==> src/rtl/lea_pkg.sv <==
// Shared LEA definitions: block/byte widths, serializer FSM state and index sizing.
// No logic and no latency; consumed by the serializer and its byte counter.
package lea_pkg;

  localparam int LEA_BLOCK_W = 128;
  localparam int LEA_BYTE_W  = 8;

  typedef enum logic {
    IDLE = 1'b0,
    SEND = 1'b1
  } state_t;

  // A one-byte block still needs one index bit to be a legal vector.
  function automatic int idx_width(input int nbytes);
    return (nbytes > 1) ? $clog2(nbytes) : 1;
  endfunction

endpackage

==> src/rtl/lea_byte_counter.sv <==
// Byte index counter for the block serializer; clear wins over inc, saturates at NBYTES-1.
// Count updates on the edge after clear/inc; no backpressure of its own.
module lea_byte_counter
  import lea_pkg::*;
#(
  parameter int NBYTES = 16,
  localparam int CW    = idx_width(NBYTES)
) (
  input  logic          Clk,
  input  logic          Reset,
  input  logic          clear,
  input  logic          inc,
  output logic [CW-1:0] count,
  output logic          at_max
);

  localparam logic [CW-1:0] MAX = CW'(NBYTES - 1);

  always_ff @(posedge Clk or posedge Reset) begin
    if (Reset) begin
      count <= '0;
    end else if (clear) begin
      count <= '0;
    end else if (inc && !at_max) begin
      count <= count + 1'b1;
    end
  end

  assign at_max = (count == MAX);

endmodule

==> src/rtl/lea_block_serializer.sv <==
// Serializes one captured LEA block into bytes; first byte valid one cycle after Ld.
// Dready=0 stalls with Dout/Last held; Ld is ignored until the block is fully sent.
module lea_block_serializer
  import lea_pkg::*;
#(
  parameter int NBYTES    = 16,
  parameter bit MSB_FIRST = 1'b0
) (
  input  logic                         Clk,
  input  logic                         Reset,
  input  logic                         Ld,
  input  logic [LEA_BYTE_W*NBYTES-1:0] Blk,
  output logic                         Busy,
  output logic [LEA_BYTE_W-1:0]        Dout,
  output logic                         Dvalid,
  input  logic                         Dready,
  output logic                         Last,
  output logic                         Done
);

  localparam int BW = LEA_BYTE_W * NBYTES;
  localparam int CW = idx_width(NBYTES);

  state_t        state;
  state_t        state_nxt;
  logic [BW-1:0] blk_q;
  logic [CW-1:0] idx;
  logic [CW-1:0] sel;
  logic          at_max;
  logic          load;
  logic          xfer;
  logic          done_q;

  always_ff @(posedge Clk or posedge Reset) begin
    if (Reset) begin
      state <= IDLE;
    end else begin
      state <= state_nxt;
    end
  end

  always_comb begin
    state_nxt = state;
    case (state)
      IDLE:    if (Ld) state_nxt = SEND;
      SEND:    if (Dready && at_max) state_nxt = IDLE;
      default: state_nxt = IDLE;
    endcase
  end

  // Stream position k maps to byte k or byte NBYTES-1-k of the captured block.
  assign sel = MSB_FIRST ? (CW'(NBYTES - 1) - idx) : idx;

  always_comb begin
    Busy   = 1'b0;
    Dvalid = 1'b0;
    Last   = 1'b0;
    Dout   = '0;
    load   = 1'b0;
    xfer   = 1'b0;
    case (state)
      IDLE: begin
        load = Ld;
      end
      SEND: begin
        Busy   = 1'b1;
        Dvalid = 1'b1;
        Last   = at_max;
        Dout   = blk_q[sel*LEA_BYTE_W +: LEA_BYTE_W];
        xfer   = Dready;
      end
      default: ;
    endcase
  end

  always_ff @(posedge Clk or posedge Reset) begin
    if (Reset) begin
      blk_q <= '0;
    end else if (load) begin
      blk_q <= Blk;
    end
  end

  always_ff @(posedge Clk or posedge Reset) begin
    if (Reset) begin
      done_q <= 1'b0;
    end else begin
      done_q <= xfer && at_max;
    end
  end

  assign Done = done_q;

  lea_byte_counter #(
    .NBYTES (NBYTES)
  ) u_byte_counter (
    .Clk    (Clk),
    .Reset  (Reset),
    .clear  (load),
    .inc    (xfer),
    .count  (idx),
    .at_max (at_max)
  );

endmodule

==> config.mk <==
export PLATFORM = sky130hd
export DESIGN_NAME = lea_block_serializer
export DESIGN_NICKNAME = d
export VERILOG_FILES = /design/src/rtl/lea_pkg.sv /design/src/rtl/lea_byte_counter.sv /design/src/rtl/lea_block_serializer.sv
export SDC_FILE = /design/constraint.sdc
export NUM_CORES = 1
export LEC_CHECK = 0
export BUFFER_PORTS_ARGS = -buffer_cell sky130_fd_sc_hd__buf_2
export CAP_MARGIN = 20
export CORE_UTILIZATION = 40
export CTS_CLUSTER_SIZE = 10
export DETAILED_ROUTE_END_ITERATION = 16
export SETUP_SLACK_MARGIN = 0.4
export SKIP_CTS_REPAIR_TIMING = 1
export SLEW_MARGIN = 5
export SYNTH_ARGS = -nofsm -noshare
export SYNTH_HDL_FRONTEND = slang
export SYNTH_HIERARCHICAL = 1
export SYNTH_SLANG_ARGS = --single-unit
==> constraint.sdc <==
create_clock -name Clk -period 3.88 [get_ports Clk]
set_input_delay 0.582 -clock Clk [delete_from_list [all_inputs] [get_ports Clk]]
set_output_delay 0.582 -clock Clk [all_outputs]
set_load 0.005 [all_outputs]
## Yosys cells after proc, flatten, opt, wreduce, memory -nomap -nowiden

Index checks and enable logic that the tools add are counted.

- $add $sub $neg: 1
- Eq/ne operators: 1
- Shift-type cells: 1
- Muxes and demuxes: 10
- Bitwise logic cells: 1
- Reduce and logical (&&, ||, !) cells: 5

Operators with widths:

| operator | count |
|---|---|
| $shiftx A128 B8 Y8 | 1 |
| $mux W4 | 2 |
| $mux W8 | 1 |
| $mux W1 | 6 |
| $add A4 B1 Y4 const B | 1 |
| $eq A4 B4 Y1 const B | 1 |
| $logic_and A1 B1 Y1 | 3 |
| $pmux W1 S2 | 1 |
| $reduce_bool A2 Y1 | 1 |
| $logic_not A1 Y1 | 1 |
| $not A1 Y1 | 1 |

- Register bits after elaboration: 134
- Input bits: 132
- Output and inout port bits: 12
- Word-level logic and storage cells: 23

## Logic depth before layout (Yosys ltp)

Gate-level depths: netlist of the first run.

- Word-level depth: 5
- Gate-level depth with buffers: 6
- Mapped depth without buffers: 4

## Modules after synthesis

The synthesis of the first run kept the hierarchy.

Modules (own cells, without submodules):

| module | times used | cells each | area each (µm²) | sequential area each (µm²) |
|---|---|---|---|---|
| lea_block_serializer | 1 | 391 | 5938.2 | 3253.1 |
| lea_byte_counter | 1 | 21 | 232.7 | 100.1 |

## Worst setup path before layout of the first run

OpenSTA, ideal clock, no wires.

- Path kind: flip-flop to output port
- Start: register u_byte_counter.count[0]
- End: output port Dout[0]
- Data arrival time: 1.405 ns
- Data required time: 3.298 ns
- Slack: 1.893 ns
- Cell stages (with the launch flop): 6
- Buffers on the path: 1
- Path through: dfrtp_1 -> buf_6 -> mux4_2 -> nand2b_1 -> nand3_1 -> nand2_1

- Word-level cells in the longest chain between the ends: 2

Ends and longest elaborated chain:

| element | line | text |
|---|---|---|
| from (decl) | lea_byte_counter.sv:13 | `output logic [CW-1:0] count,` |
| from (signal assigned) | lea_byte_counter.sv:25 | `count <= count + 1'b1;` |
| $shiftx A128 B8 Y8 | lea_block_serializer.sv:69 | `Dout = blk_q[sel*LEA_BYTE_W +: LEA_BYTE_W];` |
| $mux W8 | lea_block_serializer.sv:61 | `case (state)` |
| to (decl) | lea_block_serializer.sv:14 | `output logic [LEA_BYTE_W-1:0] Dout,` |

No other way between the ends.

## Final worst setup path of the first run

- Start: register u_byte_counter.count[0]
- End: output port Dout[1]

Same word-level chain as after synthesis.

==> flow_summary_export.csv, run 1 <==
group,metric,value,unit
global_route,grt_max_degree,69,
setup_path,regToRegSetupSlack,1.83,ns
finish,final_nets,687,
power_and_ir_drop,combPwrFrac,35.1,%
sta,min_period,3.19,ns
global_route,grt_pass1_vias,4142,
global_route,globalRouteTotalUtil,19.4,%
logic_synthesis,synth_nets,545,
power_and_ir_drop,power.density,834,nW/um^2
hold_path,hp-class,"input port to asynchronous set/reset pin",
logic_synthesis,synth_area_leaders,"dfrtp_1 (54%), mux2_2 (24%), mux4_2 (5.5%)",
logic_synthesis,synth_cell_types,33,
placed_design,hpwl,10.4,mm
setup_path,crit-reg2reg-launch,"u_byte_counter/count[0]$_DFFE_PP0P_",
logic_synthesis,synth-async-reset-ratio,100,%
clocking,htreeDepth,4,
setup_path,cp.depth,4,
detailed_routing,drcViolationCount,0,
sta,relSlewSlack,30.5,%
global_route,grt_overflow,0,
sta,tightest_slew,1.04,ns
run_status,status,"complete, no violations",
sta,rsz0062_at_grt,"no",
power_and_ir_drop,power.switching,1.99,mW
floorplan,die_area,15900,sq um
detailed_routing,routed_via_density,5.15,
logic_synthesis,ys_warn_count,6,
detailed_routing,drt_pass1_iterations,6,
power_and_ir_drop,peakVddDrop,0.000406,V
sta,drv_slew,0,
finish,diodes,0,
setup_path,rr_endpoint,"u_byte_counter/count[0]$_DFFE_PP0P_",
clocking,clockBufferDepth,2,
finish,area_growth,22.9,%
logic_synthesis,synth-seq-cells,134,
sta,finalSetupTns,0,ns
floorplan,die_h,126,microns
sta,skew,0.00312,ns
placed_design,gp_congestion,0.756,
floorplan,initial_core_util,40.7,%
finish,nFillCells,1335,
setup_path,critical_path.endpoint,"Dout[1]",
placed_design,post_dp_cell_area,7030,sq um
setup_path,cp_slowest_cell,"dfrtp_4",
sta,fmax,0.313,GHz
sta,hold_viol_final,0,
clocking,cts_root_buffer,"clkbuf_16",
clocking,path_clk_slew,0.06,ns
flow_run,cap_violations,0,
setup_path,required,3.30,ns
setup_path,worstSetupPathType,"register to output port",
logic_synthesis,synth_edf_count,0,
logic_synthesis,synthFlopType,"dfrtp_1",
global_route,antenna_found_initial,0,
logic_synthesis,netlist_area,6170,sq um
detailed_routing,ant_nets,0,
power_and_ir_drop,seq_power_share,40.7,%
setup_path,cp.arrival,2.61,ns
setup_path,critPathCaptureType,"output port",
finish,fin_area,7590,sq um
setup_path,r2r_cells,4,
clocking,cts_sinks,134,
clocking,cts-buffers-inserted,17,
floorplan,ioPinCount,144,
placed_design,portBuffers,143,
setup_path,slowest_delay,1.01,ns
logic_synthesis,ys_seq_area_share,54.3,%
sta,setup_viol,0,
setup_path,startpoint,"u_byte_counter/count[0]$_DFFE_PP0P_",
power_and_ir_drop,swShare,31.4,%
detailed_routing,vias,3890,
power_and_ir_drop,pwr-share-clk,24.2,%
floorplan,coreArea,15100,sq um
detailed_routing,wl,14.4,mm
setup_path,crit_family,"flip-flops",
global_route,grt_pass1_wl,22.9,mm
logic_synthesis,synth_cells,412,
sta,fin_crit_sh,82.2,%
logic_synthesis,synth_top_area_share,54.3,%
logic_synthesis,avgSynthCellArea,15.0,sq um
power_and_ir_drop,power_leakage,3.52,nW
clocking,cts_tree,"yes",
finish,drive_gt1_share,58.7,%
setup_path,crit_path_cell_trace,"mux4_2 -> o221ai_1 -> nand2_1 -> buf_2",
setup_path,start_kind,"register",
floorplan,dieWidth,126,microns
clocking,clock_latency,0.42,ns
setup_path,crit_buf_inv,1,
logic_synthesis,synth_top_cell_by_area,"dfrtp_1",
finish,regArea,3360,sq um
detailed_routing,drt_iter0_drc,264,
detailed_routing,routedWlPerCell,19.1,microns
finish,multi_input_comb_area,2630,sq um
power_and_ir_drop,internal-power,4.34,mW
setup_path,cp_max_fo,52,
floorplan,num_rows,45,
==> kinds of logic (layout without fill, tap and decap cells) <==
family | Yosys count | after routing | synth area share, %
adder cells (fa/ha/maj) | 1 | 1 | 0.203
AO/OA/AOI/OAI | 27 | 27 | 3.00
flip-flops | 134 | 134 | 54.3
multiplexers | 180 | 180 | 35.3
buffers and inverters | 28 | 183 | 3.24
AND/OR/NAND/NOR | 42 | 42 | 3.87
==> routing by layer <==
metal	global-route usage, %	routed length [microns]
met5	0	0
met2	29.0	6680
met3	5.61	746
met4	6.87	235
met1	27.0	6760
==> area by class of cell <==
class	count	area share, %
clock inverters	10	1.39
well taps	188	3.10
inverters	2	0.148
clock buffers	22	5.99
flip-flops and latches	134	44.3
multi-input cells	250	34.6
repair buffers	149	10.5
==> layout by cell type, fill, tap and decap left out, types with 4 or more instances in the layout <==
cell type  instances
clkinv_2           6
o221ai_1           6
mux2_2           133
nand2b_1           8
a21oi_1            8
mux2i_1           27
dfrtp_1          133
nor2b_1            4
clkbuf_1           4
nand3_1            8
buf_2            143
nand2_1            8
mux4_2            15
a22oi_1            8
clkbuf_16         17
nor2_1             4
==> metrics by stage <==
step	total power [mW]	util, %	hold slack (ns)	setup slack (ns)	instances
3_5_place_dp	4.84	46.4	0.473	1.04	723
5_1_grt	6.72	50.1	0.0787	0.510	755
2_1_floorplan	4.14	-	0.348	1.69	412
6_report	6.33	50.1	0.0824	0.689	755
3_3_place_gp	4.77	46.4	0.467	1.08	723
4_1_cts	6.39	50.1	0.0737	0.576	755
==> state kept, by name, indices dropped and copies added, names as in the netlist <==
register	flops
Done	1
blk_q	128
state	1
u_byte_counter/count	4
==> worst min-delay path by stage <==
stage                                     endpoint                  start
2_1_floorplan  u_byte_counter/count[0]$_DFFE_PP0P_                  Reset
3_3_place_gp                 blk_q[58]$_DFFE_PP0P_  blk_q[58]$_DFFE_PP0P_
3_5_place_dp                 blk_q[58]$_DFFE_PP0P_  blk_q[58]$_DFFE_PP0P_
4_1_cts        u_byte_counter/count[1]$_DFFE_PP0P_                  Reset
5_1_grt        u_byte_counter/count[0]$_DFFE_PP0P_                  Reset
6_report       u_byte_counter/count[0]$_DFFE_PP0P_                  Reset
==> cell usage after synthesis, types with 2 or more instances <==
master and n:
o221ai_1 6, a22oi_1 8, a21oi_1 8, mux2_1 3, mux2i_1 27, nor2b_1 5, nor2_1 4, buf_6 5
inv_1 2, buf_4 12, mux2_2 133, a2bb2oi_1 2, o21ai_0 2, mux4_2 15, nand2b_1 8, nand3_1 8
nand2_1 8, and2_1 2, dfrtp_1 134, buf_2 7
==> worst reg2reg max path, cell delays in order, from the launching register on <==
cell     delay (ns)
dfrtp_4        1.01
ha_1           0.34
and3_4         0.24
nor2b_4        0.06
mux2_4         0.29
==> power groups by stage <==
stage	logic [mW]	clock network, mW	registers [mW]
CTS	2.24	1.56	2.59
floorplan	1.81	0	2.33
detailed placement	2.23	0	2.61
finish	2.22	1.53	2.57
global placement	2.17	0	2.60
global route	2.41	1.63	2.69
Note: power is estimated with default switching activity, not from simulation.
==> run 2, diff against run 1 <==
--- a/config.mk
+++ b/config.mk
@@ -5,6 +5,7 @@
 export SDC_FILE = /design/constraint.sdc
 export NUM_CORES = 1
 export LEC_CHECK = 0
+export ABC_AREA = 1
 export BUFFER_PORTS_ARGS = -buffer_cell sky130_fd_sc_hd__buf_2
 export CAP_MARGIN = 20
 export CORE_UTILIZATION = 40
==> constraint.sdc (replaced) <==
create_clock -name Clk -period 2.9 [get_ports Clk]
set_input_delay 0.435 -clock Clk [delete_from_list [all_inputs] [get_ports Clk]]
set_output_delay 0.435 -clock Clk [all_outputs]
set_load 0.005 [all_outputs]
==> flow_summary_export.csv, run 2 <==
group,metric,value,unit
run_status,status,"complete, no violations",
setup_path,start_kind,"register",
hold_path,hp-class,"input port to register",
logic_synthesis,synth_edf_count,0,
finish,largestRegisters,"blk_q x128, u_byte_counter/count x4",
logic_synthesis,synth_nets,1006,
setup_path,critPathCaptureType,"output port",
logic_synthesis,synth_cell_types,20,
logic_synthesis,avgSynthCellArea,7.59,sq um
floorplan,initial_core_util,41.4,%
finish,diodes,0,
clocking,clockBufferDepth,2,
clocking,cts-buffers-inserted,17,
detailed_routing,wl,18.5,mm
clocking,cts_tree,"yes",
logic_synthesis,synth-async-reset-ratio,100,%
floorplan,coreArea,16000,sq um
logic_synthesis,synth_top_area_share,50.6,%
power_and_ir_drop,finalPower,9.25,mW
sta,fin_crit_sh,82.4,%
sta,finalSetupTns,0,ns
setup_path,startpoint,"u_byte_counter/count[0]$_DFFE_PP0P_",
logic_synthesis,ys_warn_count,6,
power_and_ir_drop,pwr-share-clk,27.8,%
logic_synthesis,synth_fa_ha_area_share,0.189,%
sta,hold_viol_final,0,
power_and_ir_drop,internal-power,5.79,mW
power_and_ir_drop,swShare,37.4,%
logic_synthesis,synth_xor_area_share,0.132,%
logic_synthesis,ys_seq_area_share,50.6,%
floorplan,die_area,17100,sq um
setup_path,cp.arrival,1.95,ns
power_and_ir_drop,seq_power_share,33.5,%
global_route,antenna_found_initial,0,
detailed_routing,drt_iter0_drc,333,
detailed_routing,ant_nets,0,
power_and_ir_drop,power.switching,3.46,mW
power_and_ir_drop,peakVddDrop,0.000510,V
setup_path,worstSetupPathType,"register to output port",
sta,rsz0062_at_grt,"no",
logic_synthesis,synth_top_family_by_area,"simple AND/OR/NAND/NOR gates",
global_route,met3_usage,4.40,%
global_route,grt_pass1_vias,5496,
finish,area_growth,23.0,%
logic_synthesis,synth_cells,873,
finish,layout_common_cells,"nand2_1 (296), buf_2 (143), dfrtp_1 (133)",
flow_run,cap_violations,0,
global_route,grt_pass1_wl,29.1,mm
logic_synthesis,synthFlopType,"dfrtp_1",
floorplan,dieWidth,131,microns
floorplan,die_h,131,microns
sta,fmax,0.419,GHz
logic_synthesis,synthSimpleGateAreaFrac,26.6,%
detailed_routing,drcViolationCount,0,
global_route,globalRouteTotalUtil,22.8,%
clocking,cts_sinks,134,
clocking,path_clk_slew,0.06,ns
detailed_routing,routed_via_density,4.72,
finish,fin_area,8150,sq um
logic_synthesis,synth_top_cell_by_area,"dfrtp_1",
sta,min_period,2.39,ns
placed_design,hpwl,13.3,mm
sta,tightest_slew,0.554,ns
clocking,clock_latency,0.42,ns
placed_design,portBuffers,143,
detailed_routing,vias,5810,
sta,setup_viol,0,
sta,drv_slew,0,
sta,relSlewSlack,63.0,%
placed_design,gp_congestion,0.827,
logic_synthesis,synth_area_leaders,"dfrtp_1 (51%), nand2_1 (17%), nand3_1 (7.7%)",
hold_path,hold_start,"Blk[125]",
finish,drive_gt1_share,19.8,%
clocking,cts_root_buffer,"clkbuf_16",
logic_synthesis,synth-seq-cells,134,
floorplan,num_rows,46,
clocking,htreeDepth,4,
setup_path,cp_max_fo,27,
finish,final_nets,1134,
logic_synthesis,synth_compound_area_share,9.37,%
logic_synthesis,netlist_area,6630,sq um
detailed_routing,drt_pass1_iterations,5,
power_and_ir_drop,combPwrFrac,38.7,%
finish,regMostFlops,"blk_q",
global_route,top_usage_layer,"met2",
setup_path,crit-reg2reg-launch,"state$_DFF_PP0_",
placed_design,post_dp_cell_area,7400,sq um
floorplan,ioPinCount,144,
finish,largest_reg_flops,128,
power_and_ir_drop,power.density,1140,nW/um^2
global_route,grt_use_met2,34.4,%
global_route,grt_max_degree,64,
logic_synthesis,yosysMostFrequentCell,"nand2_1",
global_route,use_met1,32.4,%
logic_synthesis,synthTopCellsByCount,"nand2_1 (296), dfrtp_1 (134), inv_1 (124)",
power_and_ir_drop,power_leakage,4.22,nW
detailed_routing,routedWlPerCell,15.0,microns
logic_synthesis,synth.mux.area_fraction,0,%
setup_path,required,2.47,ns
sta,skew,0.00800,ns
global_route,grt_overflow,0,
finish,final_common_cell,"nand2_1",
[run 2: cell count changes in the layout (fill, tap and decap cells not counted), sizes merged, moves of 5 or more]
cell | previous run | this run
nand2b | 8 | 0
nand2 | 8 | 297
buf | 149 | 160
mux2 | 137 | 0
bufinv | 2 | 7
nand3 | 8 | 102
nor2b | 6 | 0
a22oi | 8 | 0
mux4 | 16 | 0
o221ai | 6 | 0
nor2 | 4 | 30
inv | 1 | 128
mux2i | 27 | 0
o21ai | 3 | 116
[run 2: final timing paths]
path                                                       end  slack [ns]  cells past startpoint
max                                                    Dout[0]        0.51                      8
min                                     blk_q[125]$_DFFE_PP0P_        0.21                      3
max reg2reg                              blk_q[43]$_DFFE_PP0P_        0.97                      6
min reg2reg                               blk_q[5]$_DFFE_PP0P_        0.48                      2
max in group asynchronous                blk_q[54]$_DFFE_PP0P_        1.58                      4
min in group asynchronous  u_byte_counter/count[1]$_DFFE_PP0P_        0.49                      3
[run 2: layout make-up]
cell class	count	area, sq um
clock buffer	20	457
clock inverter	12	248
fill	1640	7850
inverter	129	493
multi-input combinational	557	2410
sequential	134	3350
tap	216	270
timing repair buffer	162	923
[run 2: power by group through the flow]
stage	combinational (mW)	sequential (mW)	clock (mW)
3_3_place_gp	3.47	3.10	0
6_report	3.58	3.10	2.57
3_5_place_dp	3.50	3.13	0
2_1_floorplan	2.52	3.04	0
5_1_grt	4.06	3.20	2.68
4_1_cts	3.53	3.11	2.60
[run 2: routing by layer]
| layer | part of all wire, % | vias up |
|---|---|---|
| met5 | 0 | - |
| met4 | 2.2 | 0 |
| met3 | 4.9 | 27 |
| met2 | 44 | 174 |
| met1 | 49 | 2652 |
| li1 | - | 2957 |
[run 2: worst max-delay path, cell delays in order, from the launching register on]
cell	delay, ns
dfrtp_2	0.45
inv_2	0.05
buf_4	0.23
nand2_1	0.11
nand3_1	0.07
nand3_1	0.09
nand3_1	0.12
a21oi_1	0.24
buf_2	0.16
[run 2: through the flow]
step	hold WS [ns]	utilization, %	worst slack (ns)	cells
2_1_floorplan	0.201	-	0.856	873
3_5_place_dp	0.377	46.3	0.848	1194
6_report	0.205	51.0	0.512	1230
3_3_place_gp	0.363	46.3	0.862	1194
5_1_grt	0.206	51.0	0.405	1230
4_1_cts	-0.0684	50.7	0.393	1226
[run 2: kinds of logic after synthesis]
group,count (synthesis)
XOR/XNOR,1
adder cells (fa/ha/maj),1
flip-flops,134
AND/OR/NAND/NOR,431
buffers and inverters,182
AO/OA/AOI/OAI,124
==> run 3, diff against run 2 <==
==> constraint.sdc (replaced) <==
create_clock -name Clk -period 2.5 [get_ports Clk]
set_input_delay 0.375 -clock Clk [delete_from_list [all_inputs] [get_ports Clk]]
set_output_delay 0.375 -clock Clk [all_outputs]
set_load 0.005 [all_outputs]
==> flow_summary_export.csv, run 3 (synthesized netlist as in run 2, its figures left out) <==
group,metric,value,unit
global_route,grt_use_met2,33.9,%
setup_path,start_kind,"register",
hold_path,holdPathStages,3,
global_route,use_met1,32.1,%
sta,fmax,0.426,GHz
power_and_ir_drop,peakVddDrop,0.000635,V
floorplan,initial_core_util,41.4,%
finish,layout_common_cells,"nand2_1 (296), buf_2 (143), dfrtp_1 (133)",
sta,tightest_slew,0.583,ns
sta,skew,0.00819,ns
global_route,grt_pass1_vias,5640,
sta,rsz0062_at_grt,"yes",
setup_path,required,2.12,ns
setup_path,r2r_cells,6,
floorplan,die_h,131,microns
detailed_routing,routedWlPerCell,15.1,microns
detailed_routing,ant_nets,0,
finish,regMostFlops,"blk_q",
finish,final_nets,1130,
setup_path,critPathCaptureType,"output port",
detailed_routing,drt_pass1_iterations,5,
global_route,antenna_found_initial,0,
sta,holdWs,0.146,ns
floorplan,ioPinCount,144,
sta,setup_viol,0,
global_route,top_usage_layer,"met2",
run_status,status,"complete, no violations",
detailed_routing,drcViolationCount,0,
detailed_routing,wl,18.5,mm
finish,largestRegisters,"blk_q x128, u_byte_counter/count x4",
placed_design,dp.cells,1192,
finish,area_growth,22.4,%
sta,drv_slew,0,
finish,final_common_cell,"nand2_1",
detailed_routing,drt_iter0_drc,441,
global_route,grt_pass1_wl,29.0,mm
hold_path,hp-class,"input port to register",
finish,drive_gt1_share,19.6,%
sta,finalSetupTns,0,ns
clocking,cts-buffers-inserted,17,
global_route,grt_overflow,0,
detailed_routing,vias,5928,
setup_path,cp_max_fo,24,
detailed_routing,routed_via_density,4.84,
clocking,cts_sinks,134,
power_and_ir_drop,power.density,1300,nW/um^2
floorplan,coreArea,16000,sq um
floorplan,num_rows,46,
setup_path,worstSetupPathType,"register to output port",
sta,relSlewSlack,61.1,%
placed_design,gp_congestion,0.806,
finish,fin_cells,1225,
clocking,clockBufferDepth,2,
clocking,path_clk_slew,0.06,ns
clocking,htreeDepth,4,
global_route,grt_max_degree,91,
setup_path,cp.arrival,1.97,ns
sta,hold_viol_final,0,
power_and_ir_drop,power_leakage,4.19,nW
sta,min_period,2.35,ns
flow_run,cap_violations,0,
sta,fin_crit_sh,93.9,%
floorplan,dieWidth,131,microns
clocking,cts_tree,"yes",
placed_design,portBuffers,143,
floorplan,die_area,17100,sq um
global_route,globalRouteTotalUtil,22.9,%
placed_design,hpwl,13.2,mm
clocking,cts_root_buffer,"clkbuf_16",
finish,diodes,0,
global_route,met3_usage,5.29,%
clocking,clock_latency,0.42,ns
finish,largest_reg_flops,128,
[run 3: cell count changes in the layout (fill, tap and decap cells not counted), sizes merged]
| cell | previous run | this run |
|---|---|---|
| buf | 160 | 156 |
| clkinv | 3 | 2 |
| clkbuf | 21 | 24 |
| bufinv | 7 | 4 |
[run 3: worst max-delay path, cell delays in order (launching register included)]
cell     delay (ns)
dfrtp_1        0.40
inv_2          0.36
nand3_1        0.14
nand3_1        0.09
nand3_1        0.11
a21oi_1        0.27
buf_2          0.17
[run 3: power by group]
part,switching (mW),internal [mW]
sequential,0.358,3.24
combinational,2.76,1.53
clock,0.914,1.77
total,4.03,6.53
[run 3: cell type report]
cell class	count	area, sq um
Inverter	129	493
Multi-Input combinational cell	557	2420
Sequential cell	134	3350
Tap cell	216	270
Clock inverter	8	145
Fill cell	1610	7890
Timing Repair Buffer	158	938
Clock buffer	23	488
[run 3: metrics by stage]
step	utilization (%)	setup WS, ns	area [sq um]	total power [mW]
floorplan	-	0.516	6630	6.45
global placement	46.3	0.453	7400	7.67
detailed placement	46.3	0.476	7400	7.73
CTS	50.2	0.0179	8030	10.4
global route	50.7	0.0539	8110	11.4
finish	50.7	0.151	8110	10.6
[run 3: layer usage]
layer  share of wire [%]  up-vias
met5                   0        -
met4                 3.0        0
met3                 6.0       41
met2                  44      211
met1                  47     2730
li1                    -     2946
[run 3: path summary, 6_finish.rpt]
kind                                                           from                                   to  slack, ns
worst max-delay path            u_byte_counter/count[1]$_DFFE_PP0P_                              Dout[0]       0.15
worst min-delay path                                        Blk[20]                blk_q[20]$_DFFE_PP0P_       0.15
worst max register to register                      state$_DFF_PP0_                blk_q[80]$_DFFE_PP0P_       0.62
worst min register to register                 blk_q[0]$_DFFE_PP0P_                 blk_q[0]$_DFFE_PP0P_       0.48
max in group asynchronous                                     Reset                blk_q[62]$_DFFE_PP0P_       1.29
min in group asynchronous                                     Reset  u_byte_counter/count[1]$_DFFE_PP0P_       0.43
